$ cat config.mk
export PLATFORM = sky130hd
export DESIGN_NAME = clk_div_bank
export DESIGN_NICKNAME = d
export VERILOG_FILES = /design/src/rtl/clk_div_pkg.sv /design/src/rtl/clk_div_channel.sv /design/src/rtl/clk_div_bank.sv
export SDC_FILE = /design/constraint.sdc
export NUM_CORES = 1
export LEC_CHECK = 0
export ABC_CLOCK_PERIOD_IN_PS = 3010
export CORE_MARGIN = 4
export CORE_UTILIZATION = 35
export CTS_BUF_LIST = sky130_fd_sc_hd__clkbuf_8 sky130_fd_sc_hd__clkbuf_16
export CTS_CLUSTER_SIZE = 12
export DETAILED_ROUTE_END_ITERATION = 8
export HOLD_SLACK_MARGIN = 0.1
export SLEW_MARGIN = 20
export SYNTH_ARGS = -nofsm -noshare
export SYNTH_HDL_FRONTEND = slang
export SYNTH_SLANG_ARGS = --single-unit
$ cat constraint.sdc
create_clock -name clk_ref -period 3.01 [get_ports clk_ref]
set_clock_uncertainty 0.1 [all_clocks]
set_input_delay 0.602 -clock clk_ref [delete_from_list [all_inputs] [get_ports clk_ref]]
set_output_delay 0.602 -clock clk_ref [all_outputs]
set_load 0.02 [all_outputs]
$ cat src/rtl/clk_div_pkg.sv
// Shared types and constants for the programmable clock divider bank.
package clk_div_pkg;

  localparam int MAX_CH    = 8;
  localparam int DEF_DIV_W = 8;

  typedef logic [DEF_DIV_W-1:0] half_t;

  typedef struct packed {
    half_t h;
    half_t cnt;
    logic  o;
    half_t p;
    logic  pend;
  } ch_state_t;

  function automatic logic ch_in_range(input logic [2:0] ch, input int num_ch);
    return int'(ch) < num_ch;
  endfunction

endpackage

$ cat src/rtl/clk_div_channel.sv
// One divider channel: half-period counter, output toggle, staged divisor
// update applied at the end of a full period, tick strobe and phase-align.
module clk_div_channel
  import clk_div_pkg::*;
#(
  parameter int DIV_W        = 8,
  parameter int DEFAULT_HALF = 4
) (
  input  logic             clk_ref,
  input  logic             rst,
  input  logic             cfg_we,
  input  logic [DIV_W-1:0] cfg_half,
  input  logic             sync,
  output logic             clk_out,
  output logic             tick,
  output logic             busy
);

  typedef struct packed {
    logic [DIV_W-1:0] h;
    logic [DIV_W-1:0] cnt;
    logic             o;
    logic [DIV_W-1:0] p;
    logic             pend;
  } state_t;

  localparam logic [DIV_W-1:0] ONE        = DIV_W'(1);
  localparam logic [DIV_W-1:0] RESET_HALF = DIV_W'(DEFAULT_HALF);

  state_t st_q, st_d;
  logic   tick_q, tick_d;
  logic   wrap;

  assign wrap = (st_q.cnt == st_q.h - ONE);

  always_comb begin
    st_d   = st_q;
    tick_d = 1'b0;
    if (st_q.h == '0) begin
      st_d.cnt = '0;
      st_d.o   = 1'b0;
      if (cfg_we && cfg_half != '0) begin
        st_d.h = cfg_half;
      end
    end else begin
      if (sync) begin
        st_d.cnt = '0;
        st_d.o   = 1'b0;
        if (st_q.pend) begin
          st_d.h    = st_q.p;
          st_d.pend = 1'b0;
        end
      end else if (wrap) begin
        st_d.cnt = '0;
        st_d.o   = ~st_q.o;
        // Falling toggle closes a full period: the only glitch-free apply point.
        if (!st_q.o) begin
          tick_d = 1'b1;
        end else if (st_q.pend) begin
          st_d.h    = st_q.p;
          st_d.pend = 1'b0;
        end
      end else begin
        st_d.cnt = st_q.cnt + ONE;
      end
      // cfg_ready keeps writes away while pend is set, so this never races the apply.
      if (cfg_we) begin
        st_d.p    = cfg_half;
        st_d.pend = 1'b1;
      end
    end
  end

  always_ff @(posedge clk_ref or posedge rst) begin
    if (rst) begin
      st_q.h    <= RESET_HALF;
      st_q.cnt  <= '0;
      st_q.o    <= 1'b0;
      st_q.p    <= '0;
      st_q.pend <= 1'b0;
      tick_q    <= 1'b0;
    end else begin
      st_q   <= st_d;
      tick_q <= tick_d;
    end
  end

  assign clk_out = st_q.o;
  assign tick    = tick_q;
  assign busy    = st_q.pend;

endmodule

$ cat src/rtl/clk_div_bank.sv
// Bank of NUM_CH programmable clock dividers with a valid/ready config port.
// Define CLK_DIV_PHASE_ALIGN_EN to let the sync input restart all channels in phase.
module clk_div_bank
  import clk_div_pkg::*;
#(
  parameter int NUM_CH       = 2,
  parameter int DIV_W        = 8,
  parameter int DEFAULT_HALF = 4
) (
  input  logic              clk_ref,
  input  logic              rst,
  input  logic              cfg_valid,
  output logic              cfg_ready,
  input  logic [2:0]        cfg_ch,
  input  logic [DIV_W-1:0]  cfg_half,
  output logic              cfg_err,
  input  logic              sync,
  output logic [NUM_CH-1:0] clk_out,
  output logic [NUM_CH-1:0] tick,
  output logic [NUM_CH-1:0] busy
);

  logic [MAX_CH-1:0] busy_ext;
  logic              in_range;
  logic              accept;
  logic              cfg_err_q, cfg_err_d;
  logic              sync_eff;

`ifdef CLK_DIV_PHASE_ALIGN_EN
  assign sync_eff = sync;
`else
  logic unused_sync;
  assign unused_sync = sync;
  assign sync_eff    = 1'b0;
`endif

  // Unimplemented channel slots read as never-pending, so out-of-range writes are accepted.
  assign busy_ext  = MAX_CH'(busy);
  assign in_range  = ch_in_range(cfg_ch, NUM_CH);
  assign cfg_ready = ~busy_ext[cfg_ch];
  assign accept    = cfg_valid & cfg_ready;

  always_comb begin
    cfg_err_d = accept & ~in_range;
  end

  always_ff @(posedge clk_ref or posedge rst) begin
    if (rst) begin
      cfg_err_q <= 1'b0;
    end else begin
      cfg_err_q <= cfg_err_d;
    end
  end

  assign cfg_err = cfg_err_q;

  for (genvar i = 0; i < NUM_CH; i++) begin : g_ch
    logic we;
    assign we = accept && (cfg_ch == 3'(i));

    clk_div_channel #(
      .DIV_W        (DIV_W),
      .DEFAULT_HALF (DEFAULT_HALF)
    ) u_ch (
      .clk_ref  (clk_ref),
      .rst      (rst),
      .cfg_we   (we),
      .cfg_half (cfg_half),
      .sync     (sync_eff),
      .clk_out  (clk_out[i]),
      .tick     (tick[i]),
      .busy     (busy[i])
    );
  end

endmodule

==> key figures, run 1 <==
STA
  • Finish-stage setup viols: 0
  • Post-route minimum period: 2794 ps
  • Hold Fails Final Rpt: 0
  • Setup TNS: 0 ps
  • RSZ-0062 raised after global routing: false
  • Worst slew pin tran: about 710 ps
  • Slew headroom: 0.5255
  • FMAX: around 360 MHz
  • Slew Viols, Final: 0
  • Final Cycle Share: 0.9284
  • Final worst-path setup slack: approximately 220 ps

Power and ir drop
  • Overall Power: 0.002621 W
  • Static leakage: 1.516 nW
  • Power per cell area: roughly 760 nW/um2
  • Max VDD drop: roughly 0.26 mV

Cells and area
  • Layout cells sized above 1: 0.1931
  • Design area: 3428 um2
  • Inserted Diodes: 0
  • Finished Layout Cells: slightly below 400
  • Area growth from synthesis to layout: 11.97%
  • Nets@finish: 311
  • Fillers: 797

GRT
  • Remaining Overflow, GRT: 0
  • Largest net degree at the start of global routing: 56
  • First-pass GRT wire length: approximately 9700 um
  • Vias in the first global route: 2036
  • Initial antenna violation count: 0
  • Total GRT Usage: 0.1187

Floorplanning
  • # rows: 33
  • Core area: 8382 um2
  • Starting Density: 0.3653
  • Die height: 101.5 um
  • Die X: 101.5 um
  • Number of top-level pins: 23
  • Total die area: 10310 um2

Critical path
  • Reg2Reg Setup Slack: 480 ps
  • Crit Path Max Fanout: 3
  • Reg2reg start: g_ch[1].u_ch.st_q[18]
  • Crit path required time: 2310 ps
  • Worst EP arrival: 2090 ps
  • Critical path endpoint category: output pin
  • R2r worst-path depth: 8
  • Reg2reg end: g_ch[1].u_ch.st_q[25]
  • CP Launch Point: cfg_ch[0]
  • Critical path class: primary input to output pin
  • Type of origin of the critical path: primary input
  • CP Capture Point: cfg_ready

Drt
  • Drt first pass iters: 4
  • DR DRC count: 0
  • Vias per cell: 5.005
  • Initial DRC count: just over 90
  • Vias: between 1500 and 2000
  • Post-DRT Antenna Nets: 0
  • Total routed wirelength: 5472 um
  • Routed WL per cell: 13.85 um

Placed design
  • PortBufs: 21
  • Placed instance area: 3341 um2
  • Placer Congestion: between 0.7 and 0.8
  • Dpl cells: 388
  • Hpwl dp: 3985 um
  • Worst slack at placement: 219.2 ps

Synthesis
  • Post-synth top area share: 0.4332
  • Number of synthesis warnings: 0
  • Synth Net Count: 293
  • #FFs+latches synth: 55
  • Post-synthesis sequential area ratio: 0.4503
  • Async S/R FF share, synth: 1.000
  • Top-count cell post-synth: dfrtp_1
  • Syn Std Cell Area: between 3000 and 4000 um2
  • Most instantiated cells after synthesis: dfrtp_1, nand2_1, mux2_2, nor2_1, xor2_1
  • Yosys top cell by area: dfrtp_1
  • Avg Synthesized Cell Area: around 11 um2
  • Synth area leaders: dfrtp_1, mux2_2, xor2_1
  • Post-Synthesis Cells: 272
  • Netlist cell types: 48
  • EDFF count, synth: 0
  • Most common flop cell mapped by yosys: dfrtp_1

CTS
  • Setup Fix Bufs, Post-CTS: 0
  • H-tree Lvls: 2
  • CTS tree: done
  • Clock Tree Buf Depth: 2
  • Clk Latency, worst-skew pair: approximately 300 ps
  • Post_cts resized: 0
  • Sinks on Clock Net: 55
  • CTS root buffer: clkbuf_8
  • Reg clk slew, reported paths: about 90 ps
  • Num CTS Buffers: 5
  • CTS Hold Bufs: 0

Status
  • Outcome: completed

Worst hold path
  • HP Class: register to register

Flow run
  • Max_cap viols: 0
## layer usage
| metal | global-route usage | share of wire | vias up |
|---|---|---|---|
| met3 | 0.03030 | 0.054 | 6 |
| met2 | 0.1786 | 0.42 | 34 |
| met1 | 0.1651 | 0.51 | 971 |
| li1 | - | - | 966 |
| met4 | 0.04294 | 0.017 | 0 |
| met5 | 0 | 0 | - |
## power by group
group	total [W]	switching (W)	internal, W
sequential	0.00120	0.000234	0.000966
clock	0.000418	0.000236	0.000181
combinational	0.00100	0.000483	0.000520
## stage by stage
| step | utilization | hold slack (ps) |
|---|---|---|
| 3_3_place_gp | 0.3986 | 384.7 |
| 4_1_cts | 0.4090 | 410.0 |
| 2_1_floorplan | - | 364.2 |
| 3_5_place_dp | 0.3986 | 393.4 |
| 6_report | 0.4090 | 406.8 |
| 5_1_grt | 0.4090 | 419.3 |
## cell usage in the layout (no fill, tap or decap), drive strengths merged, types with 2 or more instances in the layout
master,n
clkdlybuf4s50,21
dfrtp,53
mux2,33
buf,2
inv,7
dfstp,2
mux2i,10
nor2,22
and2,3
xor2,19
o21ai,3
nor2b,5
clkbuf,6
nor4,5
nand2,28
xnor2,14
ha,6
a21oi,2
and3,10
o2bb2ai,2
nor3b,3
o211ai,3
nor3,6
nand3,10
## worst max-delay path, cell delays in order
cell and delay, ps:
clkdlybuf4s50_1 500, mux2_2 340, nand2_1 60, clkdlybuf4s50_1 590
## flip-flops by register name, summed over array words and instances (netlist names)
signal	count
g_ch.u_ch.clk_out	2
cfg_err	1
g_ch.u_ch.tick	2
g_ch.u_ch.busy	2
g_ch.u_ch.st_q	48
## cell type report
cell class	count	area [um2]	share of cell area
repair buffers	23	225.2	0.06569
well taps	105	131.4	0.03832
flip-flops and latches	55	1379	0.4022
inverters	7	26.28	0.007664
clock inverters	1	5.005	0.001460
multi-input cells	198	1579	0.4606
clock buffers	6	82.58	0.02409
## cells by family after synthesis
group / synth area share
xor gates and xnor gates: 0.09440
DFF: 0.4503
buffers and inverters: 0.03392
muxes: 0.1676
adders and majority gates: 0.02779
AOI/OAI and AO/OA: 0.05599
and+or+nand+nor: 0.1700
## worst min path at each step
stage / start / endpoint / slack [ps] / depth (start not counted)
2_1_floorplan: g_ch[1].u_ch.clk_out / g_ch[1].u_ch.tick / 360 / 1
3_3_place_gp: g_ch[0].u_ch.st_q[7] / g_ch[0].u_ch.st_q[7] / 380 / 1
3_5_place_dp: g_ch[0].u_ch.st_q[8] / g_ch[0].u_ch.st_q[8] / 390 / 1
4_1_cts: g_ch[0].u_ch.st_q[10] / g_ch[0].u_ch.st_q[10] / 410 / 1
5_1_grt: g_ch[0].u_ch.st_q[4] / g_ch[0].u_ch.st_q[4] / 420 / 1
6_report: g_ch[0].u_ch.st_q[10] / g_ch[0].u_ch.st_q[10] / 410 / 1
Power figures use the tool's default switching activity.
==> run 2, diff against run 1 <==
ABC_CLOCK_PERIOD_IN_PS = 2900   (was 3010)
clock period = 2.9 ns   (was 3.01 ns; I/O delays follow)
==> key figures, run 2 (same netlist as run 1, synthesis figures left out) <==
Floorplanning
  • # rows: 33 (unchanged)
  • Total die area: 10310 um2 (unchanged)
  • Core area: 8382 um2 (unchanged)
  • Starting Density: 0.3653 (unchanged)
  • Die height: 101.5 um (unchanged)
  • Die X: 101.5 um (unchanged)
  • Number of top-level pins: 23 (unchanged)

Worst hold path
  • Hold Path Sink: g_ch[0].u_ch.st_q[10]
  • Worst Hold Path Cells: 1 (unchanged)
  • Hold_sp: g_ch[0].u_ch.st_q[10]
  • HP Class: register to register

Cells and area
  • Finished Layout Cells: 397 (+0.51%)
  • Fillers: 797 (unchanged)
  • Most flop-heavy register: g_ch.u_ch.st_q
  • Layout cells sized above 1: 0.1918 (-0.001323)
  • Inserted Diodes: 0 (unchanged)
  • Design area: 3467 um2 (+1.1%)
  • Commonest cells after routing, fill and taps aside: dfrtp_1, nand2_1, nor2_1, mux2_2, clkdlybuf4s50_1
  • Max reg flops: 48 (unchanged)
  • Nets@finish: 312 (+0.32%)
  • Area growth from synthesis to layout: 13.24%
  • Commonest non-fill, non-tap cell in the layout: dfrtp_1

Placed design
  • Dpl cells: 389 (+0.26%)
  • PortBufs: 21 (unchanged)
  • Placed instance area: 3361 um2 (+0.60%)
  • Hpwl dp: 4058 um (+1.8%)
  • Placer Congestion: 0.7690 (+2.1%)

CTS
  • Reg clk slew, reported paths: 90 ps (about the same)
  • Setup Fix Bufs, Post-CTS: 0 (unchanged)
  • CTS Hold Bufs: 0 (unchanged)
  • Clk Latency, worst-skew pair: 300 ps (about the same)
  • CTS tree: done
  • Sinks on Clock Net: 55 (unchanged)
  • Clock Tree Buf Depth: 2 (unchanged)
  • CTS root buffer: clkbuf_8
  • Num CTS Buffers: 5 (unchanged)
  • H-tree Lvls: 2 (unchanged)
  • Post_cts resized: 0 (unchanged)

GRT
  • First-pass GRT wire length: 9742 um (unchanged)
  • Largest net degree at the start of global routing: 56 (unchanged)
  • Initial antenna violation count: 0 (unchanged)
  • Remaining Overflow, GRT: 0 (unchanged)
  • Total GRT Usage: 0.1175 (-0.001168)
  • Vias in the first global route: 2049 (+0.64%)

STA
  • Hold Fails Final Rpt: 0 (unchanged)
  • FMAX: 361.0 MHz
  • RSZ-0062 raised after global routing: false
  • Finish-stage setup viols: 0 (unchanged)
  • Setup TNS: 0 ps (unchanged)
  • Slew Viols, Final: 0 (unchanged)
  • Slew headroom: 0.6180 (+0.09243)
  • Post-route minimum period: 2770 ps
  • Final Cycle Share: 0.9552
  • Worst slew pin tran: 568.7 ps (-143.0 ps)

Critical path
  • Critical path class: primary input to output pin
  • R2r worst-path depth: 8 (unchanged)
  • Worst EP arrival: 2090 ps (about the same)
  • Reg2Reg Setup Slack: 370 ps (-110 ps)
  • Type of origin of the critical path: primary input
  • Reg2reg start: g_ch[0].u_ch.st_q[18]
  • Crit path required time: 2220 ps (-90 ps)
  • Crit Path Max Fanout: 3 (unchanged)
  • Critical path endpoint category: output pin
  • Reg2reg end: g_ch[0].u_ch.st_q[22]

Drt
  • Post-DRT Antenna Nets: 0 (unchanged)
  • DR DRC count: 0 (unchanged)
  • Vias: 1967 (-0.51%)
  • Vias per cell: 4.955 (-1.0%)
  • Drt first pass iters: 4 (unchanged)
  • Total routed wirelength: 5462 um (-0.18%)
  • Initial DRC count: 56 (-40%)
  • Routed WL per cell: 13.76 um (-0.69%)

Flow run
  • Max_cap viols: 0 (unchanged)

Power and ir drop
  • Max VDD drop: 0.2813 mV (+7.6%)
  • Power per cell area: 803.3 nW/um2 (+5.1%)
  • Static leakage: 1.540 nW (+1.5%)

Status
  • Outcome: completed
-- run 2: cell count changes in the layout (fill, tap and decap cells not counted), sizes merged --
cell / before / now
clkinv: 1 / 0
bufinv: 0 / 1
inv: 7 / 9
clkbuf: 6 / 5
buf: 2 / 3
-- run 2: layout make-up --
cell class | count | area, um2 | share of cell area
well taps | 105 | 131.4 | 0.03789
inverters | 7 | 26.28 | 0.007578
clock buffers | 5 | 68.82 | 0.01985
multi-input cells | 198 | 1579 | 0.4554
clock inverters | 3 | 37.54 | 0.01083
repair buffers | 24 | 245.2 | 0.07073
flip-flops and latches | 55 | 1379 | 0.3977
-- run 2: worst max-delay path by stage --
stage	startpoint	endpoint	slack (ps)	depth (start not counted)
floorplan	g_ch[1].u_ch.st_q[18]	g_ch[1].u_ch.st_q[21]	590	8
global placement	cfg_ch[0]	cfg_ready	150	4
detailed placement	cfg_ch[0]	cfg_ready	130	4
CTS	cfg_ch[0]	cfg_ready	130	4
global route	cfg_ch[0]	cfg_ready	90	4
finish	cfg_ch[0]	cfg_ready	130	4
-- run 2: stage by stage --
| step | power, W | utilization | hold WS [ps] | setup slack, ps |
|---|---|---|---|---|
| after floorplan | 0.002093 | - | 364.2 | 588.9 |
| after global placement | 0.002282 | 0.4010 | 385.1 | 150.8 |
| after detailed placement | 0.002323 | 0.4010 | 394.0 | 133.9 |
| after CTS | 0.002825 | 0.4136 | 409.3 | 126.5 |
| after global routing | 0.003024 | 0.4136 | 425.2 | 92.94 |
| final | 0.002785 | 0.4136 | 402.8 | 129.9 |
-- run 2: routing by layer --
metal,GRT usage,wire [um],vias up
met1,0.1654,2772,965
li1,-,-,967
met4,0.03988,85,0
met2,0.1761,2342,30
met5,0,0,-
met3,0.02961,262,5
-- run 2: where the power goes --
part	leakage, nW	switching [W]	internal, W	total, W
sequential	0.684	0.000243	0.00100	0.00125
combinational	0.794	0.000507	0.000543	0.00105
clock	0.0607	0.000237	0.000252	0.000489
total	1.54	0.000988	0.00180	0.00278
-- run 2: critical path, stage by stage --
cell and delay [ps]:
clkdlybuf4s50_1 510, mux2_2 350, nand2_1 60, clkdlybuf4s50_1 590
